===== config.mk =====
export PLATFORM = sky130hd
export DESIGN_NAME = uart_transmitter_flat
export DESIGN_NICKNAME = d
export VERILOG_FILES = /design/src/rtl/uart_pkg.sv /design/src/rtl/uart_transmitter_if.sv /design/src/rtl/uart_baud_gen.sv /design/src/rtl/uart_transmitter.sv /design/src/flat_wrapper.sv
export SDC_FILE = /design/constraint.sdc
export NUM_CORES = 1
export LEC_CHECK = 0
export BUFFER_PORTS_ARGS = -buffer_cell sky130_fd_sc_hd__clkbuf_2
export CAP_MARGIN = 20
export CORE_UTILIZATION = 50
export DETAILED_ROUTE_END_ITERATION = 6
export PLACE_DENSITY = 0.71
export SETUP_SLACK_MARGIN = 0.5
export SYNTH_ARGS = -nofsm -noshare
export SYNTH_HDL_FRONTEND = slang
export SYNTH_SLANG_ARGS = --single-unit

===== constraint.sdc =====
create_clock -name clk -period 1.98 [get_ports clk]
set_clock_uncertainty 0.15 [all_clocks]
set_input_delay 0 -clock clk [delete_from_list [all_inputs] [get_ports clk]]
set_output_delay 0 -clock clk [all_outputs]
set_load 0.02 [all_outputs]

===== src/rtl/uart_pkg.sv =====
// uart_pkg: frame constants, transmit FSM states and parity helper shared by the UART paths.
package uart_pkg;
   typedef enum logic [2:0] {IDLE, START, DATA, PARITY, STOP} uart_tx_state_t;
   localparam int UART_DATA_BITS = 8;
   function automatic logic uart_parity(input logic [7:0] b, input logic odd);
      return (^b) ^ odd;
   endfunction
endpackage


===== src/rtl/uart_transmitter_if.sv =====
// uart_transmitter_if: byte valid/ready handshake into the UART transmitter.
interface uart_transmitter_if;
   logic [7:0] tx_data;
   logic       tx_valid;
   logic       tx_ready;
   modport master (output tx_data, tx_valid, input tx_ready);
   modport slave (input tx_data, tx_valid, output tx_ready);
endinterface


===== src/rtl/uart_baud_gen.sv =====
// uart_baud_gen: per-bit cycle counter, pulses bit_done on the last clock of each line bit.
module uart_baud_gen #(
   parameter int BIT_CYCLES = 4
) (
   input  logic clk,
   input  logic rst,
   input  logic enable,
   input  logic restart,
   output logic bit_done
);
   localparam int W = $clog2(BIT_CYCLES);
   localparam logic [W-1:0] LAST = W'(BIT_CYCLES - 1);
   logic [W-1:0] cnt;
   assign bit_done = enable && cnt == LAST;
   always_ff @(posedge clk or posedge rst)
      if (rst) cnt <= '0;
      else cnt <= (!enable || restart || bit_done) ? '0 : cnt + 1'b1;
endmodule


===== src/rtl/uart_transmitter.sv =====
// uart_transmitter: serialises bytes as start, 8 data bits LSB first, optional parity, 1-2 stop bits.
module uart_transmitter
   import uart_pkg::*;
#(
   parameter int CLK_FREQ   = 50000000,
   parameter int BAUD       = 9600,
   parameter int PARITY_EN  = 1,
   parameter int PARITY_ODD = 0,
   parameter int STOP_BITS  = 1
) (
   input  logic clk,
   input  logic rst,
   uart_transmitter_if.slave bus,
   output logic tx,
   output logic state_busy
);
   localparam int BIT_CYCLES = CLK_FREQ / BAUD;
   if (BIT_CYCLES < 2) begin : g_bit_cycles_chk
      $error("uart_transmitter: BIT_CYCLES must be >= 2");
   end
   if (STOP_BITS != 1 && STOP_BITS != 2) begin : g_stop_bits_chk
      $error("uart_transmitter: STOP_BITS must be 1 or 2");
   end
   uart_tx_state_t state;
   logic [7:0] sh;
   logic       par;
   logic [2:0] idx;
   logic       stop_idx;
   logic       bit_done;
   logic       accept;
   assign bus.tx_ready = state == IDLE;
   assign state_busy = state != IDLE;
   assign accept = bus.tx_valid && bus.tx_ready;
   uart_baud_gen #(.BIT_CYCLES(BIT_CYCLES)) u_baud (
      .clk(clk),
      .rst(rst),
      .enable(state_busy),
      .restart(accept),
      .bit_done(bit_done)
   );
   // tx is loaded one bit ahead from sh[1], so sh shifts as each data bit completes
   always_ff @(posedge clk or posedge rst)
      if (rst) begin
         state <= IDLE;
         tx <= 1'b1;
         sh <= '0;
         par <= 1'b0;
         idx <= '0;
         stop_idx <= 1'b0;
      end else
         case (state)
            IDLE:
               if (accept) begin
                  state <= START;
                  tx <= 1'b0;
                  sh <= bus.tx_data;
                  par <= uart_parity(bus.tx_data, 1'(PARITY_ODD));
                  idx <= '0;
                  stop_idx <= 1'b0;
               end
            START:
               if (bit_done) begin
                  state <= DATA;
                  tx <= sh[0];
               end
            DATA:
               if (bit_done) begin
                  if (idx == 3'(UART_DATA_BITS - 1)) begin
                     state <= PARITY_EN != 0 ? PARITY : STOP;
                     tx <= PARITY_EN != 0 ? par : 1'b1;
                  end else begin
                     idx <= idx + 3'd1;
                     sh <= {1'b0, sh[7:1]};
                     tx <= sh[1];
                  end
               end
            PARITY:
               if (bit_done) begin
                  state <= STOP;
                  tx <= 1'b1;
               end
            STOP:
               if (bit_done) begin
                  if (stop_idx == 1'(STOP_BITS - 1)) state <= IDLE;
                  else stop_idx <= 1'b1;
               end
            default: state <= IDLE;
         endcase
endmodule

===== src/flat_wrapper.sv =====
// flat-port wrapper written by rule: the top's interface ports become plain ports
module uart_transmitter_flat import uart_pkg::*;
#(
   parameter int CLK_FREQ   = 50000000,
   parameter int BAUD       = 9600,
   parameter int PARITY_EN  = 1,
   parameter int PARITY_ODD = 0,
   parameter int STOP_BITS  = 1
)
  (clk, rst, tx, state_busy, bus_tx_data, bus_tx_valid, bus_tx_ready);
  uart_transmitter_if bus_i ();
  input  logic clk;
  input  logic rst;
  output logic tx;
  output logic state_busy;
  input wire logic [$bits(bus_i.tx_data)-1:0] bus_tx_data;
  input wire logic [$bits(bus_i.tx_valid)-1:0] bus_tx_valid;
  output wire logic [$bits(bus_i.tx_ready)-1:0] bus_tx_ready;
  assign bus_i.tx_data = bus_tx_data;
  assign bus_i.tx_valid = bus_tx_valid;
  assign bus_tx_ready = bus_i.tx_ready;
  uart_transmitter #(.CLK_FREQ(CLK_FREQ), .BAUD(BAUD), .PARITY_EN(PARITY_EN), .PARITY_ODD(PARITY_ODD), .STOP_BITS(STOP_BITS)) u_core (.clk(clk), .rst(rst), .bus(bus_i), .tx(tx), .state_busy(state_busy));
endmodule

==> key figures <==
Timing
  • Tmin final: slightly below 2 ns
  • Achievable Freq: ~0.51 GHz
  • Final worst slack: 0.007600 ns
  • Final Hold Viols: 0
  • Worst relative slew slack: 0.5700
  • RSZ-0062 raised after global routing: yes
  • Slew Limit Fails: 0
  • Setup-failing EPs final: 0
  • Tcrit/Tclk final: 0.9962
  • Worst-Margin Slew: about 0.64 ns

Setup path
  • Worst path max stage delay: 0.39 ns
  • Worst Path Class, Setup: reg2reg
  • CP Cell Sequence: ha_2 > ha_4 > nor4b_4 > a41oi_2 > buf_4 > nand2_1 > o21ai_1
  • Buf/Inv on CP: 1
  • Number of cells on the critical path: 7
  • Setup slack, reg-to-reg: about 0.0076 ns
  • Family with the most delay on the worst path: simple AND/OR/NAND/NOR gates
  • Crit end category: flop
  • Reg2reg path depth: 7
  • Worst-path fanout max: 4
  • Worst path arrival time: 2.05 ns
  • Worst R2R End: u_core.idx[0]
  • Critical path's slowest cell: dfrtp_1
  • FF-to-FF Start: u_core.idx[1]
  • Worst path required time: 2.05 ns
  • Worst setup SP type: flop

Run status
  • Outcome: completed

Global routing
  • First-pass GRT wire length: 6.354 mm
  • Grt total ovfl: 0
  • GRT Overall Usage: 0.2492
  • Initial antenna violation count: 0
  • Vias in the first global route: 1448
  • Largest net degree at the start of global routing: 30

Logic synthesis
  • Synth Cell Area: 1602 µm²
  • Synth Flop Type: dfrtp_1
  • Async set-reset flop share out of synthesis: 1.000
  • Cell variety after synth: 39
  • Post-Syn Instances: 159
  • EDFF count, synth: 0
  • Register area share after synthesis: 0.4539
  • Synth warn: 0
  • FF+latch count, synth: 29
  • Avg Cell Area, Syn: between 10 and 15 µm²
  • Synthesized Nets: 173

Layout
  • Number of inserted diodes: 0
  • Final non-filler cell total: about 260
  • Area Overhead vs Synth: 46.80%
  • # nets final: 233
  • Layout cell share with drive strength beyond 1: 0.4864

Floorplan
  • Die Wd: 58.60 µm
  • Die area: 3433 µm²
  • # IOs: 14
  • Row count: 20
  • Die height: 58.60 µm
  • Starting density of the core: 0.5246
  • Core area: 3053 µm²

CTS
  • Number of CTS-inserted buffers: 5
  • CTS root buf: clkbuf_4
  • Worst-skew pair later-pin latency: 0.33 ns
  • Clk pin slew, worst setup/hold paths: 0.09 ns
  • CTS tree: built
  • H-Tree Depth: 2
  • Sink Count: 29
  • CTS max path bufs: 2

Power
  • Overall power: 0.001786 W
  • Leak: 1.033 nW
  • Worst VDD drop: 0.0003620 V
  • Pwr/cell area: 759.5 nW/µm²

Routing
  • DR iter-0 viols: 102
  • Detail Route Antenna Nets: 0
  • DR DRC count: 0
  • Total number of vias: 1453
  • Post-DR vias/cell: 5.504
  • DRT Pass-1 Iters: 4
  • DR WL/cell: 16.57 µm
  • Final wirelength: 4.375 mm

Placement
  • DPL Wire Length: 2.148 mm
  • Port bufs: 13
  • Placed insts: 213
  • Routability cong.: 0.8065
  • Setup WS pre-CTS: around 0.11 ns

Min path
  • Worst hold path type: in2async

Run
  • Reported max-cap violation count: 0
[synth_stat cells (3+ instances only)]
cell,count,area [µm²]
nand4_1,3,18.77
nor3_1,3,15.01
o21ai_1,3,15.01
ha_1,3,37.54
o21ai_0,9,45.04
a21oi_1,4,20.02
buf_2,6,30.03
nor2_1,14,52.55
inv_1,6,22.52
mux2i_1,10,100.1
xnor2_1,13,113.9
dfrtp_1,28,700.7
nand2_1,22,82.58
[cells in the final DEF (no fill, tap or decap), types with 2 or more instances in the layout]
master and n:
buf_4 30, dfrtp_1 21, nand2_1 13, xnor2_1 12, clkbuf_2 12, mux2i_1 10, dlygate4sd3_1 10, o21ai_1 8
nor2_2 8, nand2_2 7, dfrtp_2 7, nor2_1 6, buf_6 6, inv_1 5, clkbuf_4 5, nor4b_4 3
nand4_1 3, o21ai_2 3, nor4_4 3, nor3_1 3, clkbuf_1 3, nand2b_1 2, nand2_4 2, a21oi_1 2
o21ai_0 2, or3_1 2, a21oi_2 2, nand3_1 2, xor2_1 2, ha_4 2
[flip-flops by register name, indices dropped and copies added (netlist names)]
| name | cells |
|---|---|
| u_core.idx | 3 |
| u_core.par | 1 |
| u_core.sh | 8 |
| u_core.state | 3 |
| u_core.tx | 1 |
| u_core.u_baud.cnt | 13 |
[routing by layer]
metal | vias to the layer above | wire [µm] | GRT usage
met1 | 719 | 1791 | 0.2918
met5 | - | 0 | 0
li1 | 674 | - | -
met3 | 20 | 163 | 0.06813
met4 | 0 | 219 | 0.1088
met2 | 40 | 2200 | 0.4286
[metrics by stage]
step,cell area (µm²),setup TNS (ns),hold WS [ns],utilization
floorplan,1647,0,-0.07263,-
global placement,1750,0,-0.08725,0.5734
detailed placement,1750,0,-0.07734,0.5734
CTS,2247,0,0.1149,0.7361
global route,2351,-0.1300,0.1467,0.7701
finish,2351,0,0.1063,0.7701
[what timing repair did]
item	in CTS	in global routing
setup endpoints to repair	30	30
hold buffers	10	0
cloned	3	0
setup buffers	22	8
pin swaps	24	9
gates resized for setup	46	18
hold endpoints to repair	40	0
[cell type report]
class,instances,area [µm²]
clock buffer,8,48.80
multi-input combinational,117,1007
fill,190,701.9
timing repair buffer,60,481.7
inverter,6,22.52
tap,44,55.05
sequential,29,735.7
[report_power, final]
group	leakage (nW)	total [W]	switching, W	internal [W]
registers	0.357	0.000836	0.000136	0.000700
logic	0.650	0.000607	0.000284	0.000323
clock network	0.0265	0.000343	0.000202	0.000141
[kinds of logic (layout without fill, tap and decap cells)]
logic type                 after synthesis  after routing  synth area share
xor gates and xnor gates                15             15           0.08203
AOI/OAI and AO/OA                       26             26            0.1039
and+or+nand+nor                         62             62            0.2250
buffers and inverters                   13             74           0.03984
DFF                                     29             29            0.4539
adders and majority gates                3              3           0.02344
muxes                                   11             11           0.07187
[worst max-delay path by stage]
stage                     to  slack [ns]                 start
5_1_grt         u_core.sh[0]       -0.02         u_core.idx[0]
2_1_floorplan   u_core.sh[0]        0.17         u_core.idx[0]
3_5_place_dp    u_core.sh[0]        0.11         u_core.idx[0]
3_3_place_gp       u_core.tx        0.16  u_core.u_baud.cnt[0]
6_report       u_core.idx[0]       0.008         u_core.idx[1]
4_1_cts        u_core.idx[0]        0.15         u_core.idx[0]
[worst min-delay path: cells and delay by family]
kind | cells | cell delay, ns
buffers and inverters | 4 | 1.00
Note: power is estimated with default switching activity, not from simulation.
